**src/rtl/hazard_pkg.sv**
```systemverilog
// Shared hazard-control definitions: FSM encodings and the memory-read "none" code
// used by decode, ID/EX and the hazard controller.
package hazard_pkg;

  typedef enum logic [1:0] {
    RUN      = 2'd0,
    REDIRECT = 2'd1,
    MEMWAIT  = 2'd2
  } hz_state_t;

  localparam logic [1:0] MEM_R_NONE = 2'b11;

endpackage : hazard_pkg

```
**src/rtl/sat_counter.sv**
```systemverilog
// Saturating up-counter with synchronous clear and asynchronous active-high reset.
module sat_counter #(
  parameter int W = 8
) (
  input  logic         clk,
  input  logic         rst,
  input  logic         inc,
  input  logic         clear,
  output logic [W-1:0] cnt
);

  localparam logic [W-1:0] CNT_MAX = {W{1'b1}};
  localparam logic [W-1:0] CNT_ONE = W'(1);

  logic [W-1:0] cnt_r;

  // Count register: clear has priority, increment stops at all-ones.
  always_ff @(posedge clk or posedge rst) begin
    if (rst) begin
      cnt_r <= {W{1'b0}};
    end else if (clear) begin
      cnt_r <= {W{1'b0}};
    end else if (inc && (cnt_r != CNT_MAX)) begin
      cnt_r <= cnt_r + CNT_ONE;
    end else begin
      cnt_r <= cnt_r;
    end
  end

  assign cnt = cnt_r;

endmodule : sat_counter

```
**src/rtl/hazard_ctrl.sv**
```systemverilog
// Pipeline hazard controller: load-use stalls, EX redirects and memory-busy holds
// for the five-stage core. Control outputs are Mealy on state and current inputs.
module hazard_ctrl
  import hazard_pkg::*;
#(
  parameter int FLUSH_CYC   = 2,
  parameter int MEM_TIMEOUT = 255,
  parameter int CNT_W       = 16
) (
  input  logic             clk,
  input  logic             rst,
  input  logic [4:0]       id_rs1,
  input  logic [4:0]       id_rs2,
  input  logic             id_use_rs1,
  input  logic             id_use_rs2,
  input  logic [4:0]       ex_rd,
  input  logic [1:0]       ex_mem_r,
  input  logic             ex_redirect,
  input  logic             mem_busy,
  output logic             pc_we,
  output logic             ifid_we,
  output logic             ifid_flush,
  output logic             idex_flush,
  output logic             pipe_hold,
  output logic [1:0]       state,
  output logic [CNT_W-1:0] stall_cnt,
  output logic             mem_err
);

  localparam int FW = (FLUSH_CYC > 1) ? $clog2(FLUSH_CYC) : 1;
  localparam int BW = $clog2(MEM_TIMEOUT + 1);
  localparam logic [FW-1:0] FLUSH_LOAD = FW'(FLUSH_CYC - 1);
  localparam logic [FW-1:0] FL_ONE     = FW'(1);
  localparam logic [BW-1:0] BUSY_LAST  = BW'(MEM_TIMEOUT - 1);

  hz_state_t     state_r, state_nxt_s;
  logic [FW-1:0] flush_left_r, flush_left_nxt_s;
  logic [BW-1:0] busy_cnt_s;
  logic          mem_err_r;
  logic          lu_s;
  logic          pc_we_s, ifid_we_s, ifid_flush_s, idex_flush_s, pipe_hold_s;

  assign lu_s = (ex_mem_r != MEM_R_NONE) && (ex_rd != 5'd0) &&
                ((id_use_rs1 && (id_rs1 == ex_rd)) || (id_use_rs2 && (id_rs2 == ex_rd)));

  // Next-state and control decode; hold beats redirect beats load-use.
  always_comb begin
    state_nxt_s      = state_r;
    flush_left_nxt_s = flush_left_r;
    pc_we_s          = 1'b1;
    ifid_we_s        = 1'b1;
    ifid_flush_s     = 1'b0;
    idex_flush_s     = 1'b0;
    pipe_hold_s      = 1'b0;
    if (mem_busy) begin
      pipe_hold_s = 1'b1;
      pc_we_s     = 1'b0;
      ifid_we_s   = 1'b0;
      if (state_r == REDIRECT) begin
        state_nxt_s = REDIRECT;
      end else begin
        state_nxt_s = MEMWAIT;
      end
    end else if (ex_redirect) begin
      ifid_flush_s     = 1'b1;
      idex_flush_s     = 1'b1;
      flush_left_nxt_s = FLUSH_LOAD;
      if (FLUSH_CYC > 1) begin
        state_nxt_s = REDIRECT;
      end else begin
        state_nxt_s = RUN;
      end
    end else begin
      case (state_r)
        REDIRECT: begin
          // ID holds a bubble here, so a load-use match is meaningless.
          ifid_flush_s = 1'b1;
          if (flush_left_r <= FL_ONE) begin
            flush_left_nxt_s = {FW{1'b0}};
            state_nxt_s      = RUN;
          end else begin
            flush_left_nxt_s = flush_left_r - FL_ONE;
            state_nxt_s      = REDIRECT;
          end
        end
        RUN, MEMWAIT: begin
          if (lu_s) begin
            pc_we_s      = 1'b0;
            ifid_we_s    = 1'b0;
            idex_flush_s = 1'b1;
          end else begin
            pc_we_s      = 1'b1;
          end
          state_nxt_s = RUN;
        end
        default: begin
          state_nxt_s = RUN;
        end
      endcase
    end
  end

  // FSM, flush countdown and sticky timeout flag.
  always_ff @(posedge clk or posedge rst) begin
    if (rst) begin
      state_r      <= RUN;
      flush_left_r <= {FW{1'b0}};
      mem_err_r    <= 1'b0;
    end else begin
      state_r      <= state_nxt_s;
      flush_left_r <= flush_left_nxt_s;
      if (mem_busy && (busy_cnt_s >= BUSY_LAST)) begin
        mem_err_r <= 1'b1;
      end else begin
        mem_err_r <= mem_err_r;
      end
    end
  end

  sat_counter #(.W(CNT_W)) u_stall_cnt (
    .clk   (clk),
    .rst   (rst),
    .inc   (~pc_we_s),
    .clear (1'b0),
    .cnt   (stall_cnt)
  );

  sat_counter #(.W(BW)) u_busy_cnt (
    .clk   (clk),
    .rst   (rst),
    .inc   (mem_busy),
    .clear (~mem_busy),
    .cnt   (busy_cnt_s)
  );

  // While reset is held the front end is frozen and both pipeline latches bubble.
  assign pc_we      = rst ? 1'b0 : pc_we_s;
  assign ifid_we    = rst ? 1'b0 : ifid_we_s;
  assign ifid_flush = rst ? 1'b1 : ifid_flush_s;
  assign idex_flush = rst ? 1'b1 : idex_flush_s;
  assign pipe_hold  = rst ? 1'b0 : pipe_hold_s;
  assign state      = state_r;
  assign mem_err    = mem_err_r;

endmodule : hazard_ctrl
```
**config.mk**
```make
export PLATFORM = sky130hd
export DESIGN_NAME = hazard_ctrl
export DESIGN_NICKNAME = d
export VERILOG_FILES = /design/src/rtl/hazard_pkg.sv /design/src/rtl/sat_counter.sv /design/src/rtl/hazard_ctrl.sv
export SDC_FILE = /design/constraint.sdc
export NUM_CORES = 1
export LEC_CHECK = 0
export ABC_AREA = 1
export CAP_MARGIN = 5
export CELL_PAD_IN_SITES_DETAIL_PLACEMENT = 1
export CELL_PAD_IN_SITES_GLOBAL_PLACEMENT = 1
export CORE_ASPECT_RATIO = 0.7
export CORE_UTILIZATION = 36
export DETAILED_ROUTE_END_ITERATION = 10
export PLACE_DENSITY = 0.85
export SYNTH_ARGS = -nofsm -noshare
export SYNTH_HDL_FRONTEND = slang
export SYNTH_SLANG_ARGS = --single-unit
```
**constraint.sdc**
```tcl
create_clock -name clk -period 2.6 [get_ports clk]
set_input_delay 0.52 -clock clk [delete_from_list [all_inputs] [get_ports clk]]
set_output_delay 0.52 -clock clk [all_outputs]
set_load 0.03 [all_outputs]
```
==> flow_summary.json, run 1 <==
{
  "drive_gt1_share_pct": 5.54,
  "die_y_um": 60.8,
  "grt_pass1_vias": 1825,
  "setup_tns_ns": 0,
  "cp_cell_sequence": "clkdlybuf4s50_1 > nor2_1 > a21oi_1 > clkdlybuf4s50_1",
  "cp_top_family": "buffers and inverters",
  "fillers": 586,
  "most-common-layout-cells": "nand2_1, inv_1, clkdlybuf4s50_1, nand3_1, dfrtp_1",
  "via_per_inst": 4.87,
  "cts-root-buf": "clkbuf_8",
  "min_period_ns": 2.50,
  "slew_headroom_pct": 69.4,
  "wirelength_um": 5230,
  "hold_slack_ns": 0.510,
  "coreArea_um2": 4530,
  "route.detailed.drc": 0,
  "grt_pass1_wl_um": 8650,
  "setup_viol": 0,
  "vdd_drop_max_mv": 0.425,
  "drtPass1Iterations": 4,
  "synth_area_per_cell_um2": 6.95,
  "syn_to_final_growth_pct": 33.1,
  "cts_sinks": 27,
  "cp_slowest_cell": "clkdlybuf4s50_1",
  "synth_cell_type_count": 26,
  "final-seq-area_um2": 676,
  "dr_total_vias": 1817,
  "finalNetCount": 334,
  "multi_input_area_um2": 917,
  "slew_violations": 0,
  "path_buf_inv": 2,
  "start_util_pct": 39.3,
  "path_class": "in2out",
  "startpoint_type": "primary input",
  "slowest_delay_ns": 0.69,
  "cts_buffers": 3,
  "clk_pin_slew_ns": 0.10,
  "tritoncts": "built",
  "dr.first_iter.drc_count": 68,
  "grt.overflow.total": 0,
  "final_common_cell": "nand2_1",
  "cts_max_level": 1,
  "drv_cap": 0,
  "die_w_um": 86.0,
  "leakagePower_nw": 1.21,
  "port_buffers": 46,
  "dp.final_hpwl_um": 4030,
  "fmax_mhz": 400,
  "antenna_found_initial": 0,
  "crit_required_ns": 2.08,
  "crit_arrival_ns": 1.98,
  "status": "completed",
  "place_area_um2": 2320,
  "syn_nets": 282,
  "worst_path_most_repeated_cell": "clkdlybuf4s50_1",
  "cts_resized": 0,
  "tightestPinTransition_ns": 0.455,
  "wire_per_inst_um": 14.0,
  "finalHoldViolCount": 0,
  "track_usage_pct": 21.7,
  "cellPowerDensity_nw_per_um2": 481,
  "design_area_um2": 2370,
  "hold_class": "reg2reg",
  "grt_max_degree": 28,
  "post_cts_buffers": 0,
  "num_antenna_cells": 0,
  "grt_setup_unrepaired": "false",
  "worst_clock_skew_ns": 0.00276,
  "dieArea_um2": 5230,
  "synthCells": 256,
  "ys_seq_area_share_pct": 38.0,
  "synth_seq_cells": 27,
  "boundaryPins": 47,
  "finalCritPeriodShare_pct": 96.1,
  "clockBufferDepth": 2,
  "cp_max_fo": 4,
  "critPathCaptureType": "primary output",
  "rows": 20,
  "netlist_area_um2": 1780,
  "ctsHoldBuffers": 0,
  "clock_latency_ns": 0.28,
  "drt.antenna.violating_nets": 0,
  "place_congestion": 0.871,
  "synth_warnings": 0
}
-- final cells by class --
| cell class | count | area share, % |
|---|---|---|
| Multi-Input combinational cell | 184 | 38.7 |
| Clock buffer | 4 | 1.90 |
| Timing Repair Buffer | 51 | 20.8 |
| Sequential cell | 27 | 28.5 |
| Tap cell | 66 | 3.49 |
| Inverter | 41 | 6.50 |
-- state kept, by name (all words and copies together) (netlist names) --
signal	cells
state	2
u_busy_cnt.cnt	8
mem_err	1
u_stall_cnt.cnt	16
-- per-layer routing --
layer	GRT usage [%]	share of wire [%]
met5	0	0
met3	3.27	3.5
met4	6.19	0.86
met1	30.5	53
met2	35.1	43
-- path summary, 6_finish.rpt --
check                                      end               start  slack (ns)  cells past startpoint
setup / recovery                    ifid_flush                 rst        0.10                      4
hold / removal                         mem_err             mem_err        0.51                      1
setup reg to reg           u_stall_cnt.cnt[15]  u_stall_cnt.cnt[0]        0.67                      7
hold reg to reg                        mem_err             mem_err        0.51                      1
max in group asynchronous    u_busy_cnt.cnt[7]                 rst        1.63                      3
min in group asynchronous  u_stall_cnt.cnt[14]                 rst        0.70                      3
-- worst reg2reg max path, cell delays in order, from the launching register on --
cell,delay (ns)
dfrtp_1,0.46
ha_1,0.25
nand3_2,0.16
nor3_4,0.32
nand3_4,0.27
nand2_4,0.27
nand2_1,0.09
nand2_1,0.06
-- cells in the mapped netlist, drive strengths merged --
master | count | area, um^2
clkinv | 1 | 3.75
o21bai | 1 | 7.51
nand3b | 1 | 7.51
nand3 | 30 | 168
nor3 | 9 | 56.3
a21oi | 10 | 50.1
a31oi | 1 | 6.26
ha | 3 | 37.5
o21ai | 5 | 25.0
xor2 | 8 | 70.1
buf | 4 | 31.3
nand2 | 84 | 325
xnor2 | 4 | 35.0
nor2 | 21 | 78.8
dfrtp | 27 | 676
a211oi | 3 | 22.5
o2111ai | 1 | 8.76
nand4 | 3 | 18.8
inv | 40 | 150
-- cell families (layout without fill, tap and decap cells) --
group / count (synthesis) / count (layout) / share of synthesized area, %
xor gates and xnor gates: 12 / 12 / 5.91
DFF: 27 / 27 / 38.0
buffers and inverters: 45 / 96 / 10.4
and+or+nand+nor: 148 / 148 / 36.8
adders and majority gates: 3 / 3 / 2.11
AOI/OAI and AO/OA: 21 / 21 / 6.76
-- metrics by stage --
stage	total power, W	utilization [%]	cells	worst slack [ns]
floorplan	0.000726	-	256	0.118
global placement	0.000881	51.2	369	0.139
detailed placement	0.000895	51.2	369	0.0870
CTS	0.00115	52.2	373	0.0854
global route	0.00120	52.3	373	0.000986
finish	0.00114	52.3	373	0.102
-- report_power, final --
| part | total [W] | internal (W) | switching (W) |
|---|---|---|---|
| Combinational | 0.000365 | 0.000159 | 0.000206 |
| Sequential | 0.000522 | 0.000458 | 0.0000640 |
| Clock | 0.000252 | 0.000110 | 0.000141 |
| Total | 0.00114 | 0.000727 | 0.000411 |
No activity file was read; power rests on OpenSTA's default activity.
==> inputs of run 2 (changes only) <==
--- a/config.mk
+++ b/config.mk
@@ -7,3 +7,2 @@
 export LEC_CHECK = 0
-export ABC_AREA = 1
 export CAP_MARGIN = 5
@@ -12,3 +11,3 @@
 export CORE_ASPECT_RATIO = 0.7
-export CORE_UTILIZATION = 36
+export CORE_UTILIZATION = 37
 export DETAILED_ROUTE_END_ITERATION = 10
--- a/constraint.sdc
+++ b/constraint.sdc
@@ -3,2 +3,2 @@
 set_output_delay 0.52 -clock clk [all_outputs]
-set_load 0.03 [all_outputs]
+set_load 0.01 [all_outputs]
==> run 2 against run 1 <==
  * Register-to-register slack got worse by 0.19 ns
  * Critical path depth did not move
  * Count of clock-buffer cells in the layout unchanged
  * Combinational power rose by 5%
  * Die area shrank 19%
==> flow_summary.json, run 2 <==
{
  "path_class": "in2out",
  "slowest_delay_ns": 0.56,
  "rows": 18,
  "synth_seq_cells": 27,
  "synthTopCellsByArea": "dfrtp_1, xnor2_1, nand4_1",
  "place_congestion": 0.825,
  "crit_arrival_ns": 1.96,
  "dp.final_hpwl_um": 3150,
  "boundaryPins": 47,
  "syn_to_final_growth_pct": 40.9,
  "route.detailed.drc": 0,
  "drt.antenna.violating_nets": 0,
  "slew_violations": 0,
  "drv_cap": 0,
  "wirelength_um": 4030,
  "port_buffers": 46,
  "cp_max_fo": 11,
  "finalNetCount": 219,
  "dieArea_um2": 4220,
  "die_y_um": 54.6,
  "grt_pass1_vias": 1364,
  "path_buf_inv": 3,
  "antenna_found_initial": 0,
  "instances_no_fill": 242,
  "startpoint_type": "primary input",
  "final_util_pct": 56.6,
  "vdd_drop_max_mv": 0.625,
  "cp_slowest_cell": "clkdlybuf4s50_1",
  "synth-edff-count": 0,
  "fmax_mhz": 403,
  "clock_latency_ns": 0.28,
  "netlist_area_um2": 1460,
  "synthCells": 140,
  "clk_pin_slew_ns": 0.09,
  "hold_class": "reg2reg",
  "yosys.area.top_type_share_pct": 46.2,
  "grt_setup_unrepaired": "false",
  "cp_cell_sequence": "clkdlybuf4s50_1 > buf_4 > nor2b_1 > clkdlybuf4s50_1",
  "wire_per_inst_um": 16.7,
  "worst_path_most_repeated_cell": "clkdlybuf4s50_1",
  "finalCritPeriodShare_pct": 95.5,
  "critPathCaptureType": "primary output",
  "synth-async-reset-ratio_pct": 100,
  "drtPass1Iterations": 4,
  "synth_warnings": 0,
  "synth_area_per_cell_um2": 10.5,
  "setup_tns_ns": 0,
  "most-common-layout-cells": "clkdlybuf4s50_1, xnor2_1, dfrtp_1, nand4_1",
  "min_period_ns": 2.48,
  "coreArea_um2": 3650,
  "finalHoldViolCount": 0,
  "yosysTopAreaCell": "dfrtp_1",
  "final_common_cell": "clkdlybuf4s50_1",
  "cts_sinks": 27,
  "dr.first_iter.drc_count": 47,
  "die_w_um": 77.2,
  "clockBufferDepth": 2,
  "cp_top_family": "buffers and inverters",
  "largest_reg_flops": 16,
  "tightestPinTransition_ns": 0.383,
  "grt_pass1_wl_um": 6620,
  "worst_slack_ns": 0.118,
  "track_usage_pct": 21.3,
  "setup_viol": 0,
  "drive_gt1_share_pct": 11.5,
  "grt_max_degree": 17,
  "worst_clock_skew_ns": 0.00378,
  "via_per_inst": 5.15,
  "ctsHoldBuffers": 0,
  "cts_max_level": 1,
  "place_ws_ns": -0.366,
  "syn_nets": 166,
  "dr_total_vias": 1247,
  "status": "completed",
  "tritoncts": "built",
  "leakagePower_nw": 0.854,
  "cellPowerDensity_nw_per_um2": 570,
  "cts-root-buf": "clkbuf_8",
  "slew_headroom_pct": 74.5,
  "synth_cell_type_count": 30,
  "grt.overflow.total": 0,
  "num_antenna_cells": 0,
  "dpl.cell_count": 238,
  "ys.flop_type": "dfrtp_1",
  "start_util_pct": 40.1,
  "synthTopCellsByCount": "dfrtp_1, xnor2_1, nand4_1",
  "cts_buffers": 3,
  "crit_required_ns": 2.08,
  "ys_seq_area_share_pct": 46.2
}
run 2: kinds of logic (layout without fill, tap and decap cells):
family / after synthesis / count (layout) / share of synthesized area [%]
AND/OR/NAND/NOR: 52 / 52 / 20.9
AO/OA/AOI/OAI: 17 / 17 / 8.12
flip-flops: 27 / 27 / 46.2
buffers and inverters: 11 / 63 / 4.10
XOR/XNOR: 28 / 28 / 16.8
adder cells (fa/ha/maj): 3 / 3 / 2.56
multiplexers: 2 / 2 / 1.45
run 2: cell type report:
cell class,count,area [um^2]
clock buffers,4,45.0
fillers,418,1590
inverters,6,22.5
multi-input cells,102,753
flip-flops and latches,27,676
well taps,50,62.6
repair buffers,53,504
run 2: timing repair:
action	4_1_cts	5_1_grt
setup endpoints to repair	3	2
resized for setup	11	7
pin swaps	3	3
setup buffers	0	0
run 2: routing by layer:
metal  routed length (um)  vias up  global-route usage, %
li1                     -      592                      -
met1                 1750      610                   24.3
met2                 2020       36                   39.2
met3                  161        9                   4.17
met4                  105        0                   11.6
met5                    0        -                      0
run 2: metrics by stage:
step,total power (W),hold WS (ns),cell area (um^2)
2_1_floorplan,0.000740,0.476,1460
3_3_place_gp,0.000915,0.462,2010
3_5_place_dp,0.000943,0.482,2010
4_1_cts,0.00119,0.505,2070
5_1_grt,0.00125,0.527,2060
6_report,0.00118,0.501,2060
run 2: path summary, 6_finish.rpt:
check,startpoint,to,slack (ns),cells past startpoint
max in group asynchronous,rst,u_stall_cnt.cnt[6],1.73,3
min in group asynchronous,rst,state[1],0.67,3
setup reg to reg,u_stall_cnt.cnt[2],u_stall_cnt.cnt[1],0.48,7
hold / removal,mem_err,mem_err,0.50,1
setup / recovery,mem_busy,pipe_hold,0.12,4
hold reg to reg,mem_err,mem_err,0.50,1
run 2: power by group:
part	internal, W	switching (W)	leakage, nW	total, W
Combinational	0.000211	0.000172	0.477	0.000384
Clock	0.000110	0.000136	0.0228	0.000246
Sequential	0.000477	0.0000690	0.354	0.000546
run 2: worst reg2reg max path, cell delays in order, from the launching register on:
cell	delay [ns]
dfrtp_1	0.45
and4_1	0.28
and3_4	0.21
and3_4	0.18
and3_4	0.20
a31oi_4	0.20
buf_12	0.16
mux2_2	0.33
